--- src/rtl/muldiv_pkg.sv ---
// Shared encodings for the HI/LO multiply/divide unit and the instruction decoder.
// Holds op select encodings, sequencer state encodings and the default datapath width.
// Helper functions classify an op as divide and/or signed.
package muldiv_pkg;

    localparam int WIDTH_DEF = 32;
    localparam int CNT_W     = 6;

    typedef enum logic [1:0] {
        OP_MULT  = 2'b00,
        OP_MULTU = 2'b01,
        OP_DIV   = 2'b10,
        OP_DIVU  = 2'b11
    } op_e;

    typedef enum logic [1:0] {
        ST_IDLE = 2'b00,
        ST_CALC = 2'b01,
        ST_FIX  = 2'b10
    } state_e;

    function automatic logic op_is_div(input op_e o);
        return (o == OP_DIV) || (o == OP_DIVU);
    endfunction

    function automatic logic op_is_signed(input op_e o);
        return (o == OP_MULT) || (o == OP_DIV);
    endfunction

endpackage

--- src/rtl/muldiv_step.sv ---
// One radix-2 iteration on the {hi,lo} working register: shift-add multiply or restoring divide.
// Purely combinational, zero latency.
// No flow control; the sequencer decides when the result is captured.
module muldiv_step
    import muldiv_pkg::*;
#(
    parameter int WIDTH = WIDTH_DEF
) (
    input  logic               is_div,
    input  logic [2*WIDTH-1:0] acc_in,
    input  logic [WIDTH-1:0]   operand,
    output logic [2*WIDTH-1:0] acc_out
);

    logic [WIDTH-1:0] acc_hi;
    logic [WIDTH-1:0] acc_lo;
    logic [WIDTH:0]   mul_sum;
    logic [WIDTH:0]   rem_sh;
    logic             fits;

    // Multiply: add multiplicand when the multiplier LSB is set, then shift right with carry.
    // Divide: shift the partial remainder left, subtract the divisor if it fits, record a quotient bit.
    always_comb begin
        acc_hi  = acc_in[2*WIDTH-1:WIDTH];
        acc_lo  = acc_in[WIDTH-1:0];
        mul_sum = {1'b0, acc_hi} + (acc_lo[0] ? {1'b0, operand} : {(WIDTH+1){1'b0}});
        rem_sh  = {acc_hi, acc_lo[WIDTH-1]};
        fits    = (rem_sh >= {1'b0, operand});
        if (is_div) begin
            // After a successful subtract the remainder is below the divisor, so WIDTH bits suffice.
            if (fits) begin
                acc_out = {rem_sh[WIDTH-1:0] - operand, acc_lo[WIDTH-2:0], 1'b1};
            end else begin
                acc_out = {rem_sh[WIDTH-1:0], acc_lo[WIDTH-2:0], 1'b0};
            end
        end else begin
            acc_out = {mul_sum, acc_lo[WIDTH-1:1]};
        end
    end

endmodule

--- src/rtl/muldiv_sequencer.sv ---
// Iterative MIPS-style HI/LO multiply/divide unit with mthi/mtlo moves.
// Latency: start sampled at edge k, done pulse and new HI/LO in the cycle after edge k+33.
// Backpressure: busy stalls upstream; start and moves are ignored while busy.
module muldiv_sequencer
    import muldiv_pkg::*;
#(
    parameter int WIDTH = WIDTH_DEF
) (
    input  logic             clock,
    input  logic             reset,
    input  logic             start,
    input  logic [1:0]       op,
    input  logic [WIDTH-1:0] src_a,
    input  logic [WIDTH-1:0] src_b,
    input  logic             mthi,
    input  logic             mtlo,
    input  logic [WIDTH-1:0] mt_data,
    output logic             busy,
    output logic             done,
    output logic [WIDTH-1:0] hi,
    output logic [WIDTH-1:0] lo,
    output logic             div_zero
);

    localparam logic [CNT_W-1:0] CNT_LOAD = CNT_W'(WIDTH);
    localparam logic [CNT_W-1:0] CNT_LAST = CNT_W'(1);

    state_e             state;
    logic [CNT_W-1:0]   cnt;
    logic [2*WIDTH-1:0] acc_q;
    logic [2*WIDTH-1:0] acc_nxt;
    logic [WIDTH-1:0]   operand_q;
    logic               is_div_q;
    logic               neg_main_q;   // sign of product, or of quotient
    logic               neg_rem_q;    // sign of remainder (dividend sign)
    logic               dz_q;

    op_e                op_in;
    logic               a_neg;
    logic               b_neg;
    logic [WIDTH-1:0]   a_mag;
    logic [WIDTH-1:0]   b_mag;

    logic [2*WIDTH-1:0] prod_fix;
    logic [WIDTH-1:0]   quo;
    logic [WIDTH-1:0]   rem;
    logic [WIDTH-1:0]   fix_hi;
    logic [WIDTH-1:0]   fix_lo;

    // Operand magnitudes and signs captured when an operation is accepted.
    always_comb begin
        op_in = op_e'(op);
        a_neg = op_is_signed(op_in) & src_a[WIDTH-1];
        b_neg = op_is_signed(op_in) & src_b[WIDTH-1];
        a_mag = a_neg ? -src_a : src_a;
        b_mag = b_neg ? -src_b : src_b;
    end

    // Sign correction of the unsigned iteration result; divide-by-zero forces an all-ones quotient.
    // The remainder of a zero divide is |a| re-signed, which reproduces src_a exactly.
    always_comb begin
        prod_fix = neg_main_q ? -acc_q : acc_q;
        quo      = acc_q[WIDTH-1:0];
        rem      = acc_q[2*WIDTH-1:WIDTH];
        if (is_div_q) begin
            fix_lo = dz_q ? {WIDTH{1'b1}} : (neg_main_q ? -quo : quo);
            fix_hi = neg_rem_q ? -rem : rem;
        end else begin
            fix_lo = prod_fix[WIDTH-1:0];
            fix_hi = prod_fix[2*WIDTH-1:WIDTH];
        end
    end

    muldiv_step #(
        .WIDTH (WIDTH)
    ) u_step (
        .is_div  (is_div_q),
        .acc_in  (acc_q),
        .operand (operand_q),
        .acc_out (acc_nxt)
    );

    // Control FSM: accept start or moves in IDLE, iterate in CALC, commit HI/LO in FIX.
    always_ff @(posedge clock) begin
        if (reset) begin
            state      <= ST_IDLE;
            cnt        <= '0;
            acc_q      <= '0;
            operand_q  <= '0;
            is_div_q   <= 1'b0;
            neg_main_q <= 1'b0;
            neg_rem_q  <= 1'b0;
            dz_q       <= 1'b0;
            busy       <= 1'b0;
            done       <= 1'b0;
            hi         <= '0;
            lo         <= '0;
            div_zero   <= 1'b0;
        end else begin
            done <= 1'b0;
            case (state)
                ST_IDLE: begin
                    if (start) begin
                        // Start has priority over a simultaneous move.
                        is_div_q   <= op_is_div(op_in);
                        neg_main_q <= a_neg ^ b_neg;
                        neg_rem_q  <= a_neg;
                        dz_q       <= op_is_div(op_in) && (src_b == '0);
                        if (op_is_div(op_in)) begin
                            acc_q     <= {{WIDTH{1'b0}}, a_mag};
                            operand_q <= b_mag;
                        end else begin
                            acc_q     <= {{WIDTH{1'b0}}, b_mag};
                            operand_q <= a_mag;
                        end
                        cnt      <= CNT_LOAD;
                        div_zero <= 1'b0;
                        busy     <= 1'b1;
                        state    <= ST_CALC;
                    end else begin
                        if (mthi) hi <= mt_data;
                        if (mtlo) lo <= mt_data;
                    end
                end
                ST_CALC: begin
                    acc_q <= acc_nxt;
                    cnt   <= cnt - CNT_LAST;
                    if (cnt == CNT_LAST) state <= ST_FIX;
                end
                ST_FIX: begin
                    hi    <= fix_hi;
                    lo    <= fix_lo;
                    if (dz_q) div_zero <= 1'b1;
                    busy  <= 1'b0;
                    done  <= 1'b1;
                    state <= ST_IDLE;
                end
                default: begin
                    busy  <= 1'b0;
                    state <= ST_IDLE;
                end
            endcase
        end
    end

endmodule

--- config.mk ---
export PLATFORM = sky130hd
export DESIGN_NAME = muldiv_sequencer
export DESIGN_NICKNAME = d
export VERILOG_FILES = /design/src/rtl/muldiv_pkg.sv /design/src/rtl/muldiv_step.sv /design/src/rtl/muldiv_sequencer.sv
export SDC_FILE = /design/constraint.sdc
export NUM_CORES = 1
export LEC_CHECK = 0
export CAP_MARGIN = 20
export CORE_AREA = 2 2 195 197
export CTS_CLUSTER_DIAMETER = 80
export DETAILED_ROUTE_END_ITERATION = 8
export DIE_AREA = 0 0 197 199
export RECOVER_POWER = 100
export SLEW_MARGIN = 20
export SYNTH_ARGS = -nofsm -noshare
export SYNTH_HDL_FRONTEND = slang
export SYNTH_SLANG_ARGS = --single-unit
--- constraint.sdc ---
create_clock -name clock -period 3.3 [get_ports clock]
set_clock_uncertainty 0.1 [all_clocks]
set_input_delay 0.99 -clock clock [delete_from_list [all_inputs] [get_ports clock]]
set_output_delay 0.99 -clock clock [all_outputs]
set_load 0.02 [all_outputs]
==> impl_metrics.ini <==
[run_status]
outcome = complete, no violations

[synthesis]
syn_nets = 2175
yosys_register_bits = 175
ys.warnings.count = 0
synthCells = 2000
ys.flop_type = dfxtp_1
synth_edf_count = 0
netlist_area_um2 = 14700
ys_seq_area_frac = 0.239
synth-async-reset-ratio = 0
ys_types = 76
avgSynthCellArea_um2 = 7.34

[cts]
cts_buffers = 17
cts-root-buf = clkbuf_16
clockBufferDepth = 2
cts_num_sinks = 175
holdBufCountCts = 0
h-tree-depth = 4
worstSkewPairLatency_ns = 0.46
cts_tree = built
clk_pin_slew_worst_paths_ns = 0.07

[route]
dr.pass1.iters = 5
drt-initial-drc-count = 1111
drc = 0
vias = 16400
drtAntennaViolNets = 0
viasPerCell = 5.74
wire_per_inst_um = 20.3
routed_wirelength_um = 58100

[job]
maxCapViolCount = 0

[setup_path]
crit_fanout = 11
critPathRequiredTime_ns = 3.53
start_kind = flip-flop
slowest_stage = or3b_4
cp_cell_sequence = inv_2 > buf_12 > nor2_2 > ha_1 > buf_4 > a21o_1 > a21oi_2 > or3b_4 > o21ai_4 > buf_6 > nand4_1 > a211oi_2 > a41oi_1 > o31ai_1 > a221oi_1
arrival_ns = 3.53
slowest_delay_ns = 0.41
setup.worst_path.end_class = flip-flop
criticalPathCategory = flip-flop to flip-flop

[floorplan]
dieArea_um2 = 39200
io_pins = 170
die_w_um = 197
num_rows = 71
initial_core_util = 0.395
core_area_um2 = 37100
die_h_um = 199

[timing]
final-hold-violation-count = 0
max_slew_margin = 0.123
max_freq_ghz = 0.304
min_period_over_period = 0.998
finalSetupViolCount = 0
tightest_slew_ns = 1.32
rsz0062_at_grt = true
drv_slew = 0
fin_ws_ns = 0.00610
finalSetupTns_ns = 0
period_needed_ns = 3.29
hold_ws_ns = 0.353

[placed_design]
post-dp-hpwl_um = 46300
gp_congestion = 0.924
port_buffers = 169
dp_slack_ns = -0.556
placed_area_um2 = 18800

[grt]
grt_antenna_before_repair = 0
grt_pass1_wl_um = 88000
grt_util_met3 = 0.0351
grt_max_degree = 66
grt.busiest_layer = met2
grt_overflow = 0
grtUsageMet1 = 0.408
grt_pass1_vias = 15300
grt_util_met2 = 0.464
grtUsageTotal = 0.290

[power]
powerDensity_nw_per_um2 = 368
p_leak_nw = 8.39
ir_drop_mv = 0.290
p_total_mw = 7.30

[layout]
area_growth_pct = 35.2
final_area_um2 = 19800
layout.nets = 2546
layout-drive-gt1-share = 0.192

[hold_path]
hold_path.class = flip-flop to flip-flop
flip-flops by register name (all words and copies together), names as in the netlist:
signal,cells
done,1
cnt,6
neg_rem_q,1
state,2
busy,1
hi,32
dz_q,1
is_div_q,1
acc_q,64
neg_main_q,1
operand_q,32
lo,32
div_zero,1
final cells by class:
class | instances | area (um^2)
Antenna cell | 1 | 2.50
Clock buffer | 18 | 429
Clock inverter | 14 | 179
Fill cell | 3635 | 17300
Inverter | 70 | 263
Multi-Input combinational cell | 1614 | 10700
Sequential cell | 175 | 3510
Tap cell | 474 | 593
Timing Repair Buffer | 493 | 4190
power by group:
| group | internal, mW | total [mW] | switching [mW] |
|---|---|---|---|
| Combinational | 1.21 | 2.78 | 1.57 |
| Sequential | 2.25 | 2.36 | 0.110 |
| Clock | 1.15 | 2.16 | 1.01 |
worst max-delay path: cells and delay by family (launching register included):
family	cells	cell delay, ns
AOI/OAI and AO/OA	7	1.28
and+or+nand+nor	3	0.66
buffers and inverters	4	0.50
DFF	1	0.33
adders and majority gates	1	0.29
worst paths after layout:
kind	startpoint	to	slack, ns	depth (start not counted)
worst min-delay path	lo[17]	lo[17]	0.35	2
worst min register to register	lo[17]	lo[17]	0.35	2
worst max register to register	acc_q[0]	acc_q[62]	0.006	15
worst max-delay path	acc_q[0]	acc_q[62]	0.006	15
what timing repair did:
action                     in CTS  in global routing
setup endpoints to repair      17                 72
resized for setup              16                 67
buffers inserted                0                 15
pin swaps                       7                 31
gates cloned                    0                  0
through the flow:
step | util | cells
6_report | 0.534 | 2859
5_1_grt | 0.534 | 2858
4_1_cts | 0.526 | 2843
3_5_place_dp | 0.508 | 2811
3_3_place_gp | 0.508 | 2811
2_1_floorplan | - | 2000
Yosys cell counts, types with 26 or more instances:
cell	n	area, um^2
inv_1	70	263
a21oi_1	200	1000
a211oi_1	52	390
o21ai_0	113	566
dfxtp_1	175	3500
xnor2_1	107	937
nand2_1	193	724
o221ai_1	26	228
o211ai_1	30	225
mux2i_1	82	821
clkbuf_1	110	413
nor3_1	42	210
ha_1	70	876
xor2_1	62	543
a31oi_1	30	188
nor2_1	255	957
layout by cell type (no fill, tap or decap), types with 49 or more instances in the layout:
cell type / instances
nand2_1: 190
clkdlybuf4s50_1: 94
ha_1: 65
inv_1: 64
dlygate4sd3_1: 69
o21ai_0: 105
mux2i_1: 82
a21oi_1: 189
a211oi_1: 49
xnor2_1: 106
dfxtp_1: 171
buf_4: 308
xor2_1: 62
nor2_1: 251
per-layer routing:
metal | share of wire | vias to the layer above
li1 | - | 7973
met1 | 0.46 | 7776
met2 | 0.44 | 584
met3 | 0.066 | 65
met4 | 0.028 | 0
met5 | 0 | -
cells by family (layout without fill, tap and decap cells):
| family | after synthesis | in the layout | synth area share |
|---|---|---|---|
| compound gates | 621 | 621 | 0.274 |
| xor+xnor | 169 | 169 | 0.101 |
| mux | 92 | 92 | 0.0636 |
| flops | 175 | 175 | 0.239 |
| buf+inv | 211 | 595 | 0.0553 |
| other cells | 0 | 1 | 0 |
| fa+ha+maj | 72 | 72 | 0.0624 |
| simple gates | 660 | 660 | 0.205 |
Note: power is estimated with default switching activity, not from simulation.
==> variant (same flow settings) <==
The 3 states of `state_e` get a one-hot encoding in 3 bits.
--- a/src/rtl/muldiv_pkg.sv
+++ b/src/rtl/muldiv_pkg.sv
@@ -14,8 +14,8 @@
     } op_e;
 
-    typedef enum logic [1:0] {
-        ST_IDLE = 2'b00,
-        ST_CALC = 2'b01,
-        ST_FIX  = 2'b10
+    typedef enum logic [2:0] {
+        ST_IDLE = 3'b001,
+        ST_CALC = 3'b010,
+        ST_FIX  = 3'b100
     } state_e;
 
Behaviour: same outputs for any inputs over 4 cycles, from zero or initial values and one cycle with reset high; so few cycles prove little.
==> variant against the unedited design <==
Non-clock buffer count is 25 lower; routed wire length fell by 0.51%; the run now ends with setup timing left; total power fell by 4.3%; area after synthesis is 1.0% lower; cell area down 1.3%; sequential cell count up 1; largest cell class unchanged; global-route usage is 0.17 points higher; worst setup slack got worse by 0.21 ns.
==> variant: results (changes against the unedited design) <==
Layout
  – Buffers excl. clock: 468 (was 493)
  – Fill cells: 3,626 (was 3,635)
  – Clock buffers and inverters, area share: 0.0327 (was 0.0307)
  – Number of inverters outside the clock class in the layout: 66 (was 70)
  – Multi-input logic cell count: 1,594 (was 1,614)
  – Area of the multi-input gates: 10,600 sq um (was 10,700 sq um)
  – Seq cells: 176 (was 175)
  – Data buffer area share: 0.203 (was 0.211)
  – Number of nets in the finished design: 2,498 (was 2,546)

Hold path
  – Hold path start: lo[29] (was lo[17])
  – Endpoint of the worst hold-timing path: lo[29] (was lo[17])

STA
  – Pin slew with the least headroom to its limit: 1.47 ns (was 1.32 ns)
  – Setup-failing EPs final: 10 (was 0)
  – Sum of negative setup slack: -0.569 ns (was 0 ns)
  – Final worst setup slack: -0.201 ns (was 0.00610 ns)
  – Hold_ws: 0.354 ns (was 0.353 ns)

Global routing
  – Antenna violations before repair: 1 (was 0)
  – Met1 track utilization from global routing: 0.385 (was 0.408)
  – Met3 layer usage reported by global route: 0.0361 (was 0.0351)
  – Met2 track demand over resource: 0.481 (was 0.464)
  – Pin count of the biggest net entering global routing: 63 (was 66)

Status
  – Failing checks: setup timing
  – Result of the run: finished with violations (was complete, no violations)

Synth
  – Fraction of the mapped netlist area in compound gates: 0.284 (was 0.274)
  – Fraction of the yosys area taken by sequential cells: 0.243 (was 0.239)
  – Post-Syn Nets: 2,144 (was 2,175)
  – Top cell type's share of synthesized area: 0.243 (was 0.239)
  – Portion of netlist area occupied by mux cells: 0.0444 (was 0.0636)
  – Post-Synthesis Cells: 1,969 (was 2,000)
  – Biggest area contributors in the synthesized netlist: sky130_fd_sc_hd__dfxtp_1, sky130_fd_sc_hd__a21oi_1, sky130_fd_sc_hd__xnor2_1 (was sky130_fd_sc_hd__dfxtp_1, sky130_fd_sc_hd__a21oi_1, sky130_fd_sc_hd__nor2_1)
  – Xor and xnor fraction of the mapped netlist area: 0.103 (was 0.101)

Pwr
  – Part of the power in the clock network: 0.331 (was 0.296)
  – Fraction of power consumed by sequential logic: 0.340 (was 0.323)
  – Net Sw Frac: 0.354 (was 0.369)
  – Max rail drop VDD: 0.353 mV (was 0.290 mV)
  – Clock network power: 0.00231 W (was 0.00216 W)

Route
  – Routed metal-1 wire length: 25,600 microns (was 26,900 microns)
  – Vias post-DR: 16,400 (about the same)
  – Total length of routed wires: 57,800 microns (was 58,100 microns)
  – Total iterations of the first detailed-routing run: 6 (was 5)
  – 1st-iter DRT viols: 1,401 (was 1,111)

Worst setup path
  – Startpoint of the worst register-to-register path: acc_q[31] (was acc_q[0])
  – Crit path arrival time: 3.78 ns (was 3.53 ns)
  – Largest incremental delay on the critical path: 0.49 ns (was 0.41 ns)

Placement
  – HPWL after detailed placement: 46,300 microns (about the same)
  – Final RePlAce weighted congestion: 0.961 (was 0.924)
  – DP Worst Slack: -0.448 ns (was -0.556 ns)
  – Post-placement cell area: 18,500 sq um (was 18,800 sq um)

CTS
  – Setup repair bufs after CTS: 7 (was 0)
  – Count of instances resized after the clock tree is built: 26 (was 16)
## variant: kinds of logic (layout without fill, tap and decap cells)
family / Yosys count / count (layout)
AND/OR/NAND/NOR: 662 / 662
AO/OA/AOI/OAI: 629 / 629
other: 0 / 1
multiplexers: 61 / 61
flip-flops: 176 / 176
adder cells (fa/ha/maj): 72 / 72
buffers and inverters: 199 / 566
XOR/XNOR: 170 / 170
## variant: critical path, delay by kind of cell (launching register included)
kind | cells | cell delay [ns]
AOI/OAI and AO/OA | 8 | 1.90
xor gates and xnor gates | 1 | 0.16
adders and majority gates | 2 | 0.47
buffers and inverters | 4 | 0.46
DFF | 1 | 0.34
## variant: worst max-delay path by stage
stage	from	to	slack [ns]	depth (start not counted)
after floorplan	acc_q[31]	acc_q[58]	0.02	12
after CTS	acc_q[31]	acc_q[62]	-0.23	15
after detailed placement	src_b[17]	operand_q[29]	-0.45	11
after global routing	acc_q[31]	acc_q[62]	-0.31	15
after global placement	src_b[17]	operand_q[29]	-0.41	11
final	acc_q[31]	acc_q[62]	-0.20	15
